[config.mk]
export PLATFORM = sky130hd
export DESIGN_NAME = seq_slice_adder
export DESIGN_NICKNAME = d
export VERILOG_FILES = /design/src/rtl/seq_slice_adder.sv
export SDC_FILE = /design/constraint.sdc
export NUM_CORES = 1
export LEC_CHECK = 0
export ABC_AREA = 1
export CAP_MARGIN = 0
export CORE_UTILIZATION = 46
export CTS_CLUSTER_SIZE = 25
export DETAILED_ROUTE_END_ITERATION = 8
export PLACE_DENSITY_LB_ADDON = 0.2
export SYNTH_ARGS = -nofsm -noshare
export SYNTH_HDL_FRONTEND = slang
export SYNTH_SLANG_ARGS = --single-unit
[constraint.sdc]
create_clock -name clk -period 2.45 [get_ports clk]
set_input_delay 0.245 -clock clk [delete_from_list [all_inputs] [get_ports clk]]
set_output_delay 0.245 -clock clk [all_outputs]
set_load 0.05 [all_outputs]
[src/rtl/seq_slice_adder.sv]
// ============================================================================
// Module      : seq_slice_adder
// Description : Iterative WIDTH-bit adder reusing one SLICE-bit ripple slice
//               over WIDTH/SLICE cycles, with valid/ready handshakes.
//               Optional subtract mode enabled by macro SEQ_ADDER_SUB_EN.
// Revision    : 1.0 - initial release
// ============================================================================
`default_nettype none

module seq_slice_adder #(
    parameter int WIDTH = 16,
    parameter int SLICE = 4
) (
    input  logic             clk,
    input  logic             rst_n,
    input  logic             in_valid,
    output logic             in_ready,
    input  logic [WIDTH-1:0] a,
    input  logic [WIDTH-1:0] b,
    input  logic             cin,
`ifdef SEQ_ADDER_SUB_EN
    input  logic             sub,
`endif
    output logic             out_valid,
    input  logic             out_ready,
    output logic [WIDTH-1:0] sum,
    output logic             cout,
    output logic             overflow
);

    localparam int NSLICE = WIDTH / SLICE;
    localparam int CW     = (NSLICE > 1) ? $clog2(NSLICE) : 1;
    localparam logic [CW-1:0] C_K_LAST = CW'(NSLICE - 1);

    localparam logic [1:0] C_IDLE = 2'd0;
    localparam logic [1:0] C_RUN  = 2'd1;
    localparam logic [1:0] C_DONE = 2'd2;

    logic [1:0]       state_q,    state_d;
    logic [WIDTH-1:0] a_q,        a_d;
    logic [WIDTH-1:0] b_q,        b_d;
    logic             carry_q,    carry_d;
    logic [CW-1:0]    k_q,        k_d;
    logic [WIDTH-1:0] sum_q,      sum_d;
    logic             cout_q,     cout_d;
    logic             overflow_q, overflow_d;

    logic             w_sub;
    logic [SLICE-1:0] w_a_slice;
    logic [SLICE-1:0] w_b_slice;
    logic [SLICE:0]   w_slice_res;
    logic             w_msb_cin;

`ifdef SEQ_ADDER_SUB_EN
    assign w_sub = sub;
`else
    assign w_sub = 1'b0;
`endif

    always_comb begin
        w_a_slice   = a_q[k_q*SLICE +: SLICE];
        w_b_slice   = b_q[k_q*SLICE +: SLICE];
        w_slice_res = {1'b0, w_a_slice} + {1'b0, w_b_slice} + {{SLICE{1'b0}}, carry_q};
        // Carry into the top bit of this slice, recovered from the sum bit
        w_msb_cin   = w_slice_res[SLICE-1] ^ w_a_slice[SLICE-1] ^ w_b_slice[SLICE-1];
    end

    always_comb begin
        state_d    = state_q;
        a_d        = a_q;
        b_d        = b_q;
        carry_d    = carry_q;
        k_d        = k_q;
        sum_d      = sum_q;
        cout_d     = cout_q;
        overflow_d = overflow_q;

        case (state_q)
            C_IDLE: begin
                if (in_valid) begin
                    a_d     = a;
                    // Subtraction is a + ~b + 1; cin is ignored in that mode
                    b_d     = w_sub ? ~b : b;
                    carry_d = w_sub ? 1'b1 : cin;
                    k_d     = '0;
                    state_d = C_RUN;
                end
            end
            C_RUN: begin
                sum_d[k_q*SLICE +: SLICE] = w_slice_res[SLICE-1:0];
                carry_d = w_slice_res[SLICE];
                if (k_q == C_K_LAST) begin
                    cout_d     = w_slice_res[SLICE];
                    overflow_d = w_msb_cin ^ w_slice_res[SLICE];
                    state_d    = C_DONE;
                end else begin
                    k_d = k_q + CW'(1);
                end
            end
            C_DONE: begin
                if (out_ready) begin
                    state_d = C_IDLE;
                end
            end
            default: begin
                state_d = C_IDLE;
            end
        endcase
    end

    always_ff @(posedge clk or negedge rst_n) begin
        if (!rst_n) begin
            state_q    <= C_IDLE;
            a_q        <= '0;
            b_q        <= '0;
            carry_q    <= 1'b0;
            k_q        <= '0;
            sum_q      <= '0;
            cout_q     <= 1'b0;
            overflow_q <= 1'b0;
        end else begin
            state_q    <= state_d;
            a_q        <= a_d;
            b_q        <= b_d;
            carry_q    <= carry_d;
            k_q        <= k_d;
            sum_q      <= sum_d;
            cout_q     <= cout_d;
            overflow_q <= overflow_d;
        end
    end

    assign in_ready  = (state_q == C_IDLE);
    assign out_valid = (state_q == C_DONE);
    assign sum       = sum_q;
    assign cout      = cout_q;
    assign overflow  = overflow_q;

endmodule

`default_nettype wire

==> results of run 1 <==
-- cell families (layout without fill, tap and decap cells) --
family | after synthesis | after routing | share of synthesized area, %
DFF | 55 | 55 | 50.5
muxes | 32 | 32 | 14.5
and+or+nand+nor | 85 | 85 | 13.8
xor gates and xnor gates | 1 | 1 | 0.321
buffers and inverters | 29 | 97 | 5.41
adders and majority gates | 11 | 11 | 5.60
AOI/OAI and AO/OA | 49 | 49 | 9.91
-- Yosys cell counts --
library cell  instances
o21ai_0              34
mux2_2               20
buf_2                 3
nand2_1              41
nand4_1               2
ha_1                  9
buf_4                 1
buf_6                 4
o21ai_2               1
nand3_1              23
nand2_4               1
inv_1                15
inv_2                 5
fa_1                  2
a31oi_1               1
dfrtp_1              55
xor2_1                1
mux2_4                9
o21ai_1               1
nor2_4                2
nor2_1               15
a21oi_1               1
nor3_1                1
o31ai_1               5
mux2_1                3
clkbuf_2              1
o22ai_1               6
-- state kept, by name (all words and copies together), names as in the netlist --
name      count
a_q          16
b_q          16
sum          16
k_q           2
state_q       2
carry_q       1
cout          1
overflow      1
-- metrics by stage --
stage / area [um2] / setup WS [ns] / setup TNS [ns] / hold slack [ns] / util (%)
after global placement: 3370 / 0.117 / 0 / 0.192 / 60.2
final: 3540 / 0.136 / 0 / 0.376 / 63.2
after floorplan: 2730 / 0.00427 / 0 / -0.0506 / -
after CTS: 3500 / 0.0448 / 0 / 0.389 / 62.5
after global routing: 3540 / -0.0118 / -0.0194 / 0.421 / 63.2
after detailed placement: 3370 / 0.00921 / 0 / 0.197 / 60.2
-- final timing paths --
check | to | slack [ns] | cells past startpoint | startpoint
worst max-delay path | sum[10]$_DFFE_PN0P_ | 0.14 | 9 | k_q[0]$_DFFE_PN0P_
worst min-delay path | a_q[13]$_DFFE_PN0P_ | 0.38 | 2 | rst_n
worst max register to register | sum[10]$_DFFE_PN0P_ | 0.14 | 9 | k_q[0]$_DFFE_PN0P_
worst min register to register | sum[15]$_DFFE_PN0P_ | 0.50 | 2 | sum[15]$_DFFE_PN0P_
max in group asynchronous | b_q[6]$_DFFE_PN0P_ | 1.45 | 3 | rst_n
min in group clk | state_q[1]$_DFFE_PN0P_ | 0.49 | 2 | out_ready
-- per-layer routing --
layer | up-vias | part of all wire (%) | GRT usage, %
met4 | 0 | 1.5 | 7.45
met1 | 1056 | 47 | 26.1
met5 | - | 0 | 0
li1 | 1026 | - | -
met3 | 10 | 3.7 | 3.68
met2 | 50 | 48 | 33.5
-- final cells by class --
type	count	share of cell area [%]
clock inverter	2	0.989
inverter	20	2.12
sequential	55	38.9
tap	72	2.54
clock buffer	6	2.33
timing repair buffer	69	18.5
multi-input combinational	178	34.6
-- what timing repair did --
action | in CTS | in global routing
hold buffers | 1 | 0
setup endpoints to repair | 2 | 5
gates resized for setup | 1 | 6
endpoints found under the hold margin | 15 | 0
buffers inserted | 0 | 2
pin swaps | 0 | 1
==> run summary, run 1 <==
WS Path Type = flip-flop to flip-flop
Synthesized instance count = 262
Die width = 79.0 um
PortBufs = 56
Slew HR = 66.1%
Ant diodes = 0
Worst slew pin tran = 0.508 ns
Post-synthesis register bit count = 55
H-tree depth = 2
Root buffer cell = clkbuf_8
Core area = 5610 um2
TritonCTS Buffers = 5
Max-Cap Viols = 0
Slowest cell on crit path = dfrtp_2
Layout area overhead = 29.9%
Worst hold path type = input port to async pin
Max-slew violations = 0
Net Count, Synth = 310
Mapped cell area = 2730 um2
Vias per cell = 5.33
Status = complete, no violations
Worst Path Buf+Inv = 3
Required time of the critical path = 2.68 ns
Vias = 2142
DRC = 0
First-pass GRT wire length = 9.72 mm
Layout cells sized above 1 = 20.0%
TritonRoute pass-1 iters = 4
Largest net degree at the start of global routing = 35
CP Cell Sequence = buf_4 > nor2_1 > o22ai_1 > fa_2 > fa_1 > buf_4 > xor2_1 > inv_1 > o31ai_2
Main area contributors after synthesis = dfrtp_1 (50%), mux2_2 (8.3%), o21ai_0 (6.2%)
Period utilization = 94.4%
Initial antenna violation count = 0
CP Data Arrival Time = 2.54 ns
Min Tclk post-route = 2.31 ns
Avg Synthesized Cell Area = 10.4 um2
Drt initial violations = 98
CTS tree = built
Die ar. = 6240 um2
Initial core utilization = 48.6%
Fmax = 0.432 GHz
Tot GR Track Use = 20.1%
Final Non-Filler Cells = 402
Clock Latency Late Sink = 0.31 ns
Most frequent cell on the critical path = buf_4
Clock sinks = 55
Row Count = 27
Commonest non-fill, non-tap cell in the layout = clkdlybuf4s50_1
Sequential cell area fraction in the yosys report = 50.5%
Clock-pin slew on the worst setup and hold paths = 0.10 ns
Detail-routed net length per standard cell = 13.8 um
Nets = 377
HPWL after DPL = 4.17 mm
CP Launch Type = flip-flop
Grt total ovfl = 0
IO Pins = 57
Area leader, netlist = dfrtp_1
Warnings, synthesis = 0
Max clock buf depth = 2
Register Area = 1380 um2
Synth top area share = 50.5%
Die Ht = 79.0 um
Final Hold Vio Count = 0
Critical-path maximum fanout = 4
Commonest cells after routing, fill and taps aside = clkdlybuf4s50_1 (55), dfrtp_1 (54), nand2_1 (41), o21ai_0 (34), nand3_1 (21)
Clk_skew = 0.00431 ns
Crit path largest cell delay = 0.44 ns
Area of the multi-input gates = 1230 um2
Post-route ant nets = 0
Fillers = 489
Total routed wirelength = 5.56 mm
Delay-heaviest family, CP = adder cells
Critical Path End Type = flip-flop
Vias in the first global route = 2108
Final setup violating endpoints = 0
Unique masters post-synth = 27
Gpl congestion = 0.799
Dpl cells = 391
Power of run 1 is not shown: default switching activity piles up to over one toggle a cycle in this logic, so the estimate is an artifact.
==> inputs of run 2 (changes only) <==
Settings changed: SETUP_SLACK_MARGIN from default to 0.4.
==> run 2 against run 1 <==
  * Utilization grew 3.9 points
  * First-iteration DRC count shrank 23%
  * Cell count grew 0.75%
  * Wire length grew 5.2%
  * Critical path depth grew 5
  * Die area is the same
  * Worst setup slack gained 0.10 ns
==> run summary, run 2 (synthesis results as in run 1) <==
Met2 Track Usage GR = 33.6%
Initial core utilization = 48.6%
Max clock buf depth = 2
Tot GR Track Use = 20.1%
Final Non-Filler Cells = 405
Vias = 2118
Clock-pin slew on the worst setup and hold paths = 0.10 ns
IO Pins = 57
Setup TNS = 0 ns
Fillers = 459
Die ar. = 6240 um2
Period utilization = 90.2%
Most frequent cell on the critical path = nand2_1
Post-route ant nets = 0
Required time of the critical path = 2.71 ns
Gpl congestion = 0.797
Worst Path Buf+Inv = 2
Setup WS pre-CTS = 0.112 ns
CTS tree = built
Die width = 79.0 um
Worst slew pin tran = 0.520 ns
Detail-routed net length per standard cell = 14.4 um
Crit path largest cell delay = 0.47 ns
Die Ht = 79.0 um
H-tree depth = 2
Status = complete, no violations
CP Cell Sequence = buf_6 > nor2_4 > o22ai_4 > fa_2 > fa_2 > nand3_2 > nand3_4 > inv_4 > nand3_1 > nand2_1 > nand2_1 > nand2_1 > nand2_1 > nand2_1
Nets = 380
Critical Path End Type = flip-flop
Row Count = 27
Min Tclk post-route = 2.21 ns
CP Launch Type = flip-flop
Met1 Resource Use GR = 26.9%
Drt initial violations = 75
WS Path Type = flip-flop to flip-flop
Delay-heaviest family, CP = adder cells
Layout area overhead = 37.9%
Vias in the first global route = 2113
Clk_skew = 0.00450 ns
Clock sinks = 55
Final Hold Vio Count = 0
Worst hold path type = input port to async pin
DRC = 0
CP Data Arrival Time = 2.47 ns
Slew HR = 65.3%
Critical-path maximum fanout = 5
First-pass GRT wire length = 9.83 mm
Initial antenna violation count = 0
Ant diodes = 0
Worst r2r dst = overflow$_DFFE_PN0P_
Commonest cells after routing, fill and taps aside = dfrtp_1 (53), clkdlybuf4s50_1 (53), nand2_1 (40), mux2_2 (20), o21ai_0 (18)
Crit Reg-Reg Startpoint = k_q[0]$_DFFE_PN0P_
HPWL after DPL = 4.20 mm
Dpl cells = 389
Clock Latency Late Sink = 0.32 ns
Root buffer cell = clkbuf_8
TritonCTS Buffers = 5
Grt total ovfl = 0
Core area = 5610 um2
Final setup violating endpoints = 0
RSZ-0062 raised after global routing = yes
Final worst slack = 0.240 ns
Largest net degree at the start of global routing = 36
FF-to-FF path depth = 14
Total routed wirelength = 5.85 mm
Fmax = 0.452 GHz
PortBufs = 56
Layout cells sized above 1 = 29.1%
Slowest cell on crit path = dfrtp_2
GR peak layer = met2
TritonRoute pass-1 iters = 4
Vias per cell = 5.23
Worst reg2reg setup slack = 0.24 ns
Met3 usage = 3.68%
Max-Cap Viols = 0
Max-slew violations = 0
-- run 2: cell types whose count changed in the layout (fill, tap and decap cells not counted), moves of 3 or more --
cell     previous run  this run
inv_4               0         3
nand3_1            21        15
nand3_2             2         7
nor2_1             15        11
nor2_4              2         5
o21ai_0            34        18
o21ai_1             1        10
o21ai_2             1         7
o22ai_1             5         2
-- run 2: what timing repair did --
action / in CTS / in global routing
pin swaps: 6 / 8
hold endpoints to repair: 45 / 0
hold buffers: 1 / 0
resized for setup: 18 / 29
endpoints found under the setup margin: 15 / 17
setup buffers: 5 / 2
-- run 2: how the worst max path moves through the flow --
stage,from,to,slack (ns),cells past startpoint
after global placement,k_q[0]$_DFFE_PN0P_,overflow$_DFFE_PN0P_,0.21,14
after detailed placement,k_q[0]$_DFFE_PN0P_,overflow$_DFFE_PN0P_,0.11,14
after floorplan,k_q[0]$_DFFE_PN0P_,overflow$_DFFE_PN0P_,0.21,16
after CTS,k_q[0]$_DFFE_PN0P_,overflow$_DFFE_PN0P_,0.27,14
final,k_q[0]$_DFFE_PN0P_,overflow$_DFFE_PN0P_,0.24,14
after global routing,k_q[0]$_DFFE_PN0P_,overflow$_DFFE_PN0P_,0.09,13
-- run 2: through the flow --
stage / util (%) / cell area, um2 / hold WS, ns
2_1_floorplan: - / 2790 / -0.0506
3_3_place_gp: 60.7 / 3400 / 0.233
3_5_place_dp: 60.7 / 3400 / 0.238
4_1_cts: 64.7 / 3630 / 0.438
5_1_grt: 67.0 / 3760 / 0.457
6_report: 67.0 / 3760 / 0.427
-- run 2: worst reg2reg max path, stage by stage, from the launching register on --
cell,delay (ns)
dfrtp_2,0.47
buf_6,0.15
nor2_4,0.09
o22ai_4,0.07
fa_2,0.38
fa_2,0.38
nand3_2,0.09
nand3_4,0.10
inv_4,0.08
nand3_1,0.08
nand2_1,0.06
nand2_1,0.04
nand2_1,0.05
nand2_1,0.04
nand2_1,0.06
-- run 2: routing by layer --
layer | vias up | wire [um]
li1 | 1037 | -
met2 | 57 | 2800
met3 | 9 | 251
met5 | - | 0
met4 | 0 | 99
met1 | 1015 | 2690
-- run 2: final cells by class --
cell class / instances / area, um2 / area share [%]
Tap cell: 72 / 90.1 / 2.40
Clock buffer: 6 / 82.6 / 2.20
Sequential cell: 55 / 1380 / 36.7
Clock inverter: 2 / 35.0 / 0.932
Multi-Input combinational cell: 178 / 1400 / 37.2
Inverter: 20 / 82.6 / 2.20
Timing Repair Buffer: 72 / 691 / 18.4
Power of run 2 is left out for the same reason.
